### config.mk
export PLATFORM = sky130hd
export DESIGN_NAME = cache_rd_arbiter
export DESIGN_NICKNAME = d
export VERILOG_FILES = /design/src/rtl/cpu_pkg.sv /design/src/rtl/cache_rd_arbiter_rr_arb2.sv /design/src/rtl/cache_rd_arbiter.sv
export SDC_FILE = /design/constraint.sdc
export NUM_CORES = 1
export LEC_CHECK = 0
export BUFFER_PORTS_ARGS = -buffer_cell sky130_fd_sc_hd__buf_2
export CAP_MARGIN = 20
export CORE_AREA = 8 8 90 92
export DETAILED_ROUTE_END_ITERATION = 12
export DIE_AREA = 0 0 98 100
export HOLD_SLACK_MARGIN = 0.12
export PLACE_DENSITY = 0.87
export SKIP_CTS_REPAIR_TIMING = 1
export SLEW_MARGIN = 25
export SYNTH_ARGS = -nofsm -noshare
export SYNTH_HDL_FRONTEND = slang
export SYNTH_SLANG_ARGS = --single-unit
### constraint.sdc
create_clock -name clk -period 2.57 [get_ports clk]
set_clock_uncertainty 0.1 [all_clocks]
set_input_delay 0.514 -clock clk [delete_from_list [all_inputs] [get_ports clk]]
set_output_delay 0.514 -clock clk [all_outputs]
set_load 0.1 [all_outputs]
### src/rtl/cpu_pkg.sv
// Shared CPU definitions: read-arbiter FSM states, default AXI IDs and AXI constants.
package cpu_pkg;

    localparam int unsigned ADDR_W     = 32;
    localparam int unsigned DATA_W     = 32;
    localparam int unsigned AXI_ID_W   = 4;
    localparam int unsigned BEAT_CNT_W = 4;

    typedef enum logic [1:0] {
        S_IDLE = 2'd0,
        S_ADDR = 2'd1,
        S_DATA = 2'd2
    } rd_state_t;

    typedef enum logic {
        OWN_I = 1'b0,
        OWN_D = 1'b1
    } owner_t;

    // Refill command latched at grant time
    typedef struct packed {
        owner_t              owner;
        logic [ADDR_W-1:0]   addr;
    } rd_cmd_t;

    localparam logic [AXI_ID_W-1:0] ID_I_DEF   = 4'd0;
    localparam logic [AXI_ID_W-1:0] ID_D_DEF   = 4'd1;
    localparam logic [1:0]          BURST_INCR = 2'b01;
    localparam logic [2:0]          SIZE_4B    = 3'b010;
    localparam logic [1:0]          RESP_OKAY  = 2'b00;

endpackage

### src/rtl/cache_rd_arbiter_rr_arb2.sv
// Two-way round-robin picker; remembers the last burst owner to break ties.
module rr_arb2
    import cpu_pkg::*;
(
    input  logic       clk,
    input  logic       rstn,
    input  logic [1:0] req,
    input  logic       upd,
    input  owner_t     upd_owner,
    output logic [1:0] grant_c
);

    owner_t last_grant;

    always_ff @(posedge clk or negedge rstn) begin
        if (!rstn) begin
            last_grant <= OWN_I;
        end else if (upd) begin
            last_grant <= upd_owner;
        end
    end

    // On a tie the side that did not own the previous burst wins
    always_comb begin
        grant_c = req;
        if (req == 2'b11) begin
            grant_c = (last_grant == OWN_I) ? 2'b10 : 2'b01;
        end
    end

endmodule

### src/rtl/cache_rd_arbiter.sv
// Arbitrates ICache/DCache line refills onto one AXI read port and routes beats back.
module cache_rd_arbiter
    import cpu_pkg::*;
#(
    parameter int unsigned         LINE_WORDS = 4,
    parameter logic [AXI_ID_W-1:0] ID_I       = ID_I_DEF,
    parameter logic [AXI_ID_W-1:0] ID_D       = ID_D_DEF
) (
    input  logic                clk,
    input  logic                rstn,
    input  logic                icache_rd_req,
    input  logic [ADDR_W-1:0]   icache_rd_addr,
    output logic                icache_rd_rdy,
    output logic                icache_ret_valid,
    output logic                icache_ret_last,
    output logic [DATA_W-1:0]   icache_ret_data,
    input  logic                dcache_rd_req,
    input  logic [ADDR_W-1:0]   dcache_rd_addr,
    output logic                dcache_rd_rdy,
    output logic                dcache_ret_valid,
    output logic                dcache_ret_last,
    output logic [DATA_W-1:0]   dcache_ret_data,
    output logic [AXI_ID_W-1:0] arid,
    output logic [ADDR_W-1:0]   araddr,
    output logic [7:0]          arlen,
    output logic [2:0]          arsize,
    output logic [1:0]          arburst,
    output logic                arvalid,
    input  logic                arready,
    input  logic [AXI_ID_W-1:0] rid,
    input  logic [DATA_W-1:0]   rdata,
    input  logic [1:0]          rresp,
    input  logic                rlast,
    input  logic                rvalid,
    output logic                rready,
    output logic                rd_err
);

    localparam logic [BEAT_CNT_W-1:0] LAST_BEAT = BEAT_CNT_W'(LINE_WORDS - 1);

    rd_state_t             state;
    rd_state_t             state_nxt;
    rd_cmd_t               cmd_q;
    logic [BEAT_CNT_W-1:0] cnt_q;
    logic [1:0]            grant_c;
    logic                  burst_done_c;
    logic                  beat_bad_c;

    rr_arb2 u_rr_arb2 (
        .clk       (clk),
        .rstn      (rstn),
        .req       ({dcache_rd_req, icache_rd_req}),
        .upd       (burst_done_c),
        .upd_owner (cmd_q.owner),
        .grant_c   (grant_c)
    );

    assign arid            = (cmd_q.owner == OWN_D) ? ID_D : ID_I;
    assign araddr          = cmd_q.addr;
    assign arlen           = 8'(LINE_WORDS - 1);
    assign arsize          = SIZE_4B;
    assign arburst         = BURST_INCR;
    assign icache_ret_data = rdata;
    assign dcache_ret_data = rdata;

    // Any malformed beat: bad response, foreign ID, or rlast not on the final beat
    assign beat_bad_c = (rresp != RESP_OKAY) || (rid != arid) || (rlast != (cnt_q == LAST_BEAT));

    always_ff @(posedge clk or negedge rstn) begin
        if (!rstn) begin
            state <= S_IDLE;
        end else begin
            state <= state_nxt;
        end
    end

    always_comb begin
        state_nxt        = state;
        icache_rd_rdy    = 1'b0;
        dcache_rd_rdy    = 1'b0;
        arvalid          = 1'b0;
        rready           = 1'b0;
        icache_ret_valid = 1'b0;
        icache_ret_last  = 1'b0;
        dcache_ret_valid = 1'b0;
        dcache_ret_last  = 1'b0;
        burst_done_c     = 1'b0;
        case (state)
            S_IDLE: begin
                icache_rd_rdy = grant_c[0];
                dcache_rd_rdy = grant_c[1];
                if (|grant_c) begin
                    state_nxt = S_ADDR;
                end
            end
            S_ADDR: begin
                arvalid = 1'b1;
                if (arready) begin
                    state_nxt = S_DATA;
                end
            end
            S_DATA: begin
                rready = 1'b1;
                if (rvalid) begin
                    icache_ret_valid = (cmd_q.owner == OWN_I);
                    icache_ret_last  = (cmd_q.owner == OWN_I) && rlast;
                    dcache_ret_valid = (cmd_q.owner == OWN_D);
                    dcache_ret_last  = (cmd_q.owner == OWN_D) && rlast;
                    if (rlast) begin
                        state_nxt    = S_IDLE;
                        burst_done_c = 1'b1;
                    end
                end
            end
            default: state_nxt = S_IDLE;
        endcase
    end

    // Command latch, beat counter and sticky error flag
    always_ff @(posedge clk or negedge rstn) begin
        if (!rstn) begin
            cmd_q  <= '0;
            cnt_q  <= '0;
            rd_err <= 1'b0;
        end else begin
            if ((state == S_IDLE) && (|grant_c)) begin
                cmd_q.owner <= grant_c[1] ? OWN_D : OWN_I;
                cmd_q.addr  <= (grant_c[1] ? dcache_rd_addr : icache_rd_addr) & ~32'h3;
            end
            if ((state == S_ADDR) && arready) begin
                cnt_q <= '0;
            end
            if ((state == S_DATA) && rvalid) begin
                cnt_q <= cnt_q + 4'd1;
                if (beat_bad_c) begin
                    rd_err <= 1'b1;
                end
            end
        end
    end

endmodule
# Word-level counts from Yosys, hierarchy flattened
# Cells that the tools add are included.
word_totals:
  register_bits: 39
  in_bits: 109
  output_inout_bits: 122
  elab_cells: 58
op_classes:
  add_sub_neg: 1
  n_eq_ne: 10
  n_mux: 27
  bitwise_logic: 1
  reduce_logical: 13
ops:
  columns: ["operator", "count"]
  rows:
  - ["32-bit 2-to-1 mux", 1]
  - ["1-bit 2-to-1 mux", 17]
  - ["2-bit 2-to-1 mux", 6]
  - ["4-bit 2-to-1 mux", 2]
  - ["2-bit != test, second input constant", 4]
  - ["2-bit one-hot mux with 3 select lines", 1]
  - ["1-bit logical AND", 5]
  - ["4-bit by 1-bit adder with 4-bit output, second input constant", 1]
  - ["2-bit equality test, second input constant", 2]
  - ["4-bit by 2-bit equality test with 1-bit output, second input constant", 1]
  - ["4-bit by 1-bit != test with 1-bit output", 1]
  - ["4-bit AND reduction", 1]
  - ["2-bit nonzero test", 2]
  - ["2-bit by 1-bit equality test with 1-bit output, second input constant", 1]
  - ["2-bit logical NOT", 1]
  - ["1-bit logical OR", 2]
  - ["2-bit AND reduction", 1]
  - ["2-bit OR reduction", 1]
  - ["1-bit != test", 1]
  - ["1-bit inverter", 1]

# Logic depth before layout (Yosys ltp)
depth:
  word_depth: 5
  mapped_depth: 4
  mapped_depth_nobuf: 4

# Modules after synthesis
# Synthesis repeated with hierarchy kept, for this count alone.
hier_totals:
  hier_cells: 233
  hier_area_um2: 2772.7
by_module_without_submodules:
  columns: ["module", "instances", "cells_each", "area_each_um2"]
  rows:
  - ["cache_rd_arbiter", 1, 227, 2712.6]
  - ["rr_arb2", 1, 6, 60.1]

# Worst setup path after synthesis
# Ideal clock, no wire load.
synth_path:
  path_type: "input to output"
  startpoint: "input rvalid"
  endpoint: "output dcache_ret_last"
  t_arrival_ps: 1945
  setup_slack_ps: 11
  stages: 2
  n_path_buf: 0
  path_cell_list: "nand4b_1 nor2_1"
synth_between:
  elab_chain_len: 2
synth_rtl:
  columns: ["item", "line_no", "rtl"]
  rows:
  - ["from (decl)", "cache_rd_arbiter.sv:34", "input logic rvalid,"]
  - ["1-bit 2-to-1 mux", "cache_rd_arbiter.sv:104", "if (rvalid) begin"]
  - ["1-bit 2-to-1 mux", "cache_rd_arbiter.sv:88", "case (state)"]
  - ["to (decl)", "cache_rd_arbiter.sv:21", "output logic dcache_ret_last,"]
# No other way between the ends.

# Worst setup path in the final report
layout_path:
  startpoint: "register state[0]"
  endpoint: "output dcache_ret_last"
layout_between:
  elab_chain_len: 2
layout_rtl:
  columns: ["item", "line_no", "rtl"]
  rows:
  - ["from (decl)", "cache_rd_arbiter.sv:41", "rd_state_t state;"]
  - ["from (signal assigned)", "cache_rd_arbiter.sv:73", "state <= state_nxt;"]
  - ["2-bit equality test", "cache_rd_arbiter.sv:88", null]
  - ["1-bit 2-to-1 mux", "cache_rd_arbiter.sv:88", null]
# No other way between the ends.

==> impl_metrics.env <==
export IMPL_status="complete, no violations"
export IMPL_cap_violations=0
export IMPL_port_buffers=112
export IMPL_vias=1686
export IMPL_timing_rr_start="u_rr_arb2.last_grant"
export IMPL_yosys_warnings=0
export IMPL_ys_seq_area_share_pct=35.83
export IMPL_ys_flop_type="dfrtp_1"
export IMPL_rsz0062_at_grt="false"
export IMPL_use_met1_pct=11.21
export IMPL_clkLatencyLatePin_ns=0.28
export IMPL_grt_ovfl_total=0
export IMPL_cp_end_kind="output port"
export IMPL_clock_root_buffer="clkbuf_8"
export IMPL_ys_seq_elements=39
export IMPL_cts_sinks=39
export IMPL_drive_above_1_share_pct=66.19
export IMPL_finalSetupTns_ns=0
export IMPL_yosys_top_cells_count="buf_4, dfrtp_1, mux2_2"
export IMPL_yosys_area_top_type_share_pct=35.83
export IMPL_cp_required_ns=1.96
export IMPL_dr_pass1_iters=3
export IMPL_crit_arrival_ns=1.66
export IMPL_gp_congestion=0.7789
export IMPL_finalSetupViolCount=0
export IMPL_cts_buffers=5
export IMPL_synthTopCellsByArea="dfrtp_1, buf_4, mux2_4"
export IMPL_die_h_microns=100
export IMPL_fin_area_sq_um=2938
export IMPL_die_w_microns=98
export IMPL_fin_crit_sh_pct=88.67
export IMPL_avgSynthCellArea_sq_um=11.84
export IMPL_hold_path_class="input port to async pin"
export IMPL_area_growth_pct=7.855
export IMPL_startpoint_type="flip-flop"
export IMPL_cp_startpoint="state[0]"
export IMPL_wl_per_cell_microns=16.16
export IMPL_cts_max_level=2
export IMPL_yosysMostFrequentCell="buf_4"
export IMPL_synth_async_reset_ratio_pct=100.0
export IMPL_boundaryPins=231
export IMPL_ys_types=33
export IMPL_synth_edf_count=0
export IMPL_crit_family="simple AND/OR/NAND/NOR gates"
export IMPL_final_hold_viol_count=0
export IMPL_cp_cell_sequence="nand4b_1 -> nor2_1 -> buf_2"
export IMPL_slowest_delay_ns=0.46
export IMPL_hpwl_microns=4793
export IMPL_r2r_slack_ns=0.76
export IMPL_grt_pass1_wl_microns=9273
export IMPL_period_needed_ns=2.279
export IMPL_drtAntennaViolNets=0
export IMPL_cts_tree="yes"
export IMPL_relSlewSlack_pct=66.19
export IMPL_top_usage_layer="met2"
export IMPL_route_detailed_drc=0
export IMPL_crit_buf_inv=1
export IMPL_core_area_sq_um=6644
export IMPL_die_area_sq_um=9800
export IMPL_crit_type="flip-flop to output port"
export IMPL_grt_pass1_vias=1931
export IMPL_gr_usage_met2_pct=19.97
export IMPL_vias_per_cell=4.670
export IMPL_gr_usage_met3_pct=6.782
export IMPL_regArea_sq_um=975.9
export IMPL_multi_input_area_sq_um=1132
export IMPL_clk_pin_slew_worst_paths_ns=0.08
export IMPL_cp_max_fo=9
export IMPL_fin_nets=390
export IMPL_netlist_instances=230
export IMPL_num_antenna_cells=0
export IMPL_grt_max_degree=40
export IMPL_start_util_pct=41.00
export IMPL_wirelength_microns=5833
export IMPL_ctsLongestPathBuffers=2
export IMPL_max_freq_ghz=0.4388
export IMPL_critPathSlowestCell="dfrtp_1"
export IMPL_row_count=30
export IMPL_n_fill_cell=628
export IMPL_syn_area_sq_um=2724
export IMPL_tightest_slew_ns=0.5071
export IMPL_antenna_found_initial=0
export IMPL_drt_initial_drc_count=16
export IMPL_grt_usage_pct=11.66
export IMPL_placed_area_sq_um=2818
export IMPL_slew_violations=0
export IMPL_synth_top_area_cell="dfrtp_1"
[worst paths after layout]
kind | end | depth (start not counted)
worst max-delay path | dcache_ret_last | 3
worst min-delay path | araddr[24] | 1
worst max register to register | araddr[22] | 4
worst min register to register | araddr[20] | 1
max in group asynchronous | araddr[19] | 1
min in group clk | state[0] | 2
[layout make-up]
cell class	count	area share, %
inverter	1	0.1278
sequential	39	33.22
tap	80	3.407
clock buffer	6	2.811
timing repair buffer	116	20.70
multi-input combinational	117	38.54
clock inverter	2	1.193
[state kept, by name, indices dropped and copies added (netlist names)]
name                  count
cmd_q                     1
state                     2
cnt_q                     4
rd_err                    1
araddr                   30
u_rr_arb2.last_grant      1
[metrics by stage]
step           hold slack (ns)  setup WS, ns  std cells  util [%]
6_report               0.09324        0.2911        361     44.22
5_1_grt                 0.1236        0.2051        361     44.22
4_1_cts                 0.2789        0.2997        361     44.18
3_5_place_dp            0.3895        0.5329        353     42.41
3_3_place_gp            0.3828        0.5500        353     42.41
2_1_floorplan           0.1184       0.01094        246         -
[cell usage in the layout (no fill, tap or decap), types with 2 or more instances in the layout]
master      n
buf_2     110
dfrtp_1    39
mux2_2     32
mux2_4     29
conb_1     18
nor2_1      7
clkbuf_8    6
buf_4       5
a21o_1      3
nor2b_1     2
and3b_1     2
xnor2_1     2
a22o_1      2
nor3b_1     2
[cells by family (layout without fill, tap and decap cells)]
group                      count (synthesis)  after routing  synth area share [%]
adders and majority gates                  1              1                0.4593
DFF                                       39             39                 35.83
and+or+nand+nor                           23             23                 4.915
xor gates and xnor gates                   3              3                0.9648
muxes                                     62             62                 29.58
buffers and inverters                     90            125                 24.80
AOI/OAI and AO/OA                         10             10                 3.170
other                                      2             18                0.2757
[metal layers]
metal	routed length [microns]	vias to the layer above
met2	2996	85
met1	2050	805
met3	672	20
met4	115	0
li1	-	776
met5	0	-
Power is left out: the tool's default activity adds up to more than one toggle a clock period on the data nets, which glitch-free logic cannot reach.
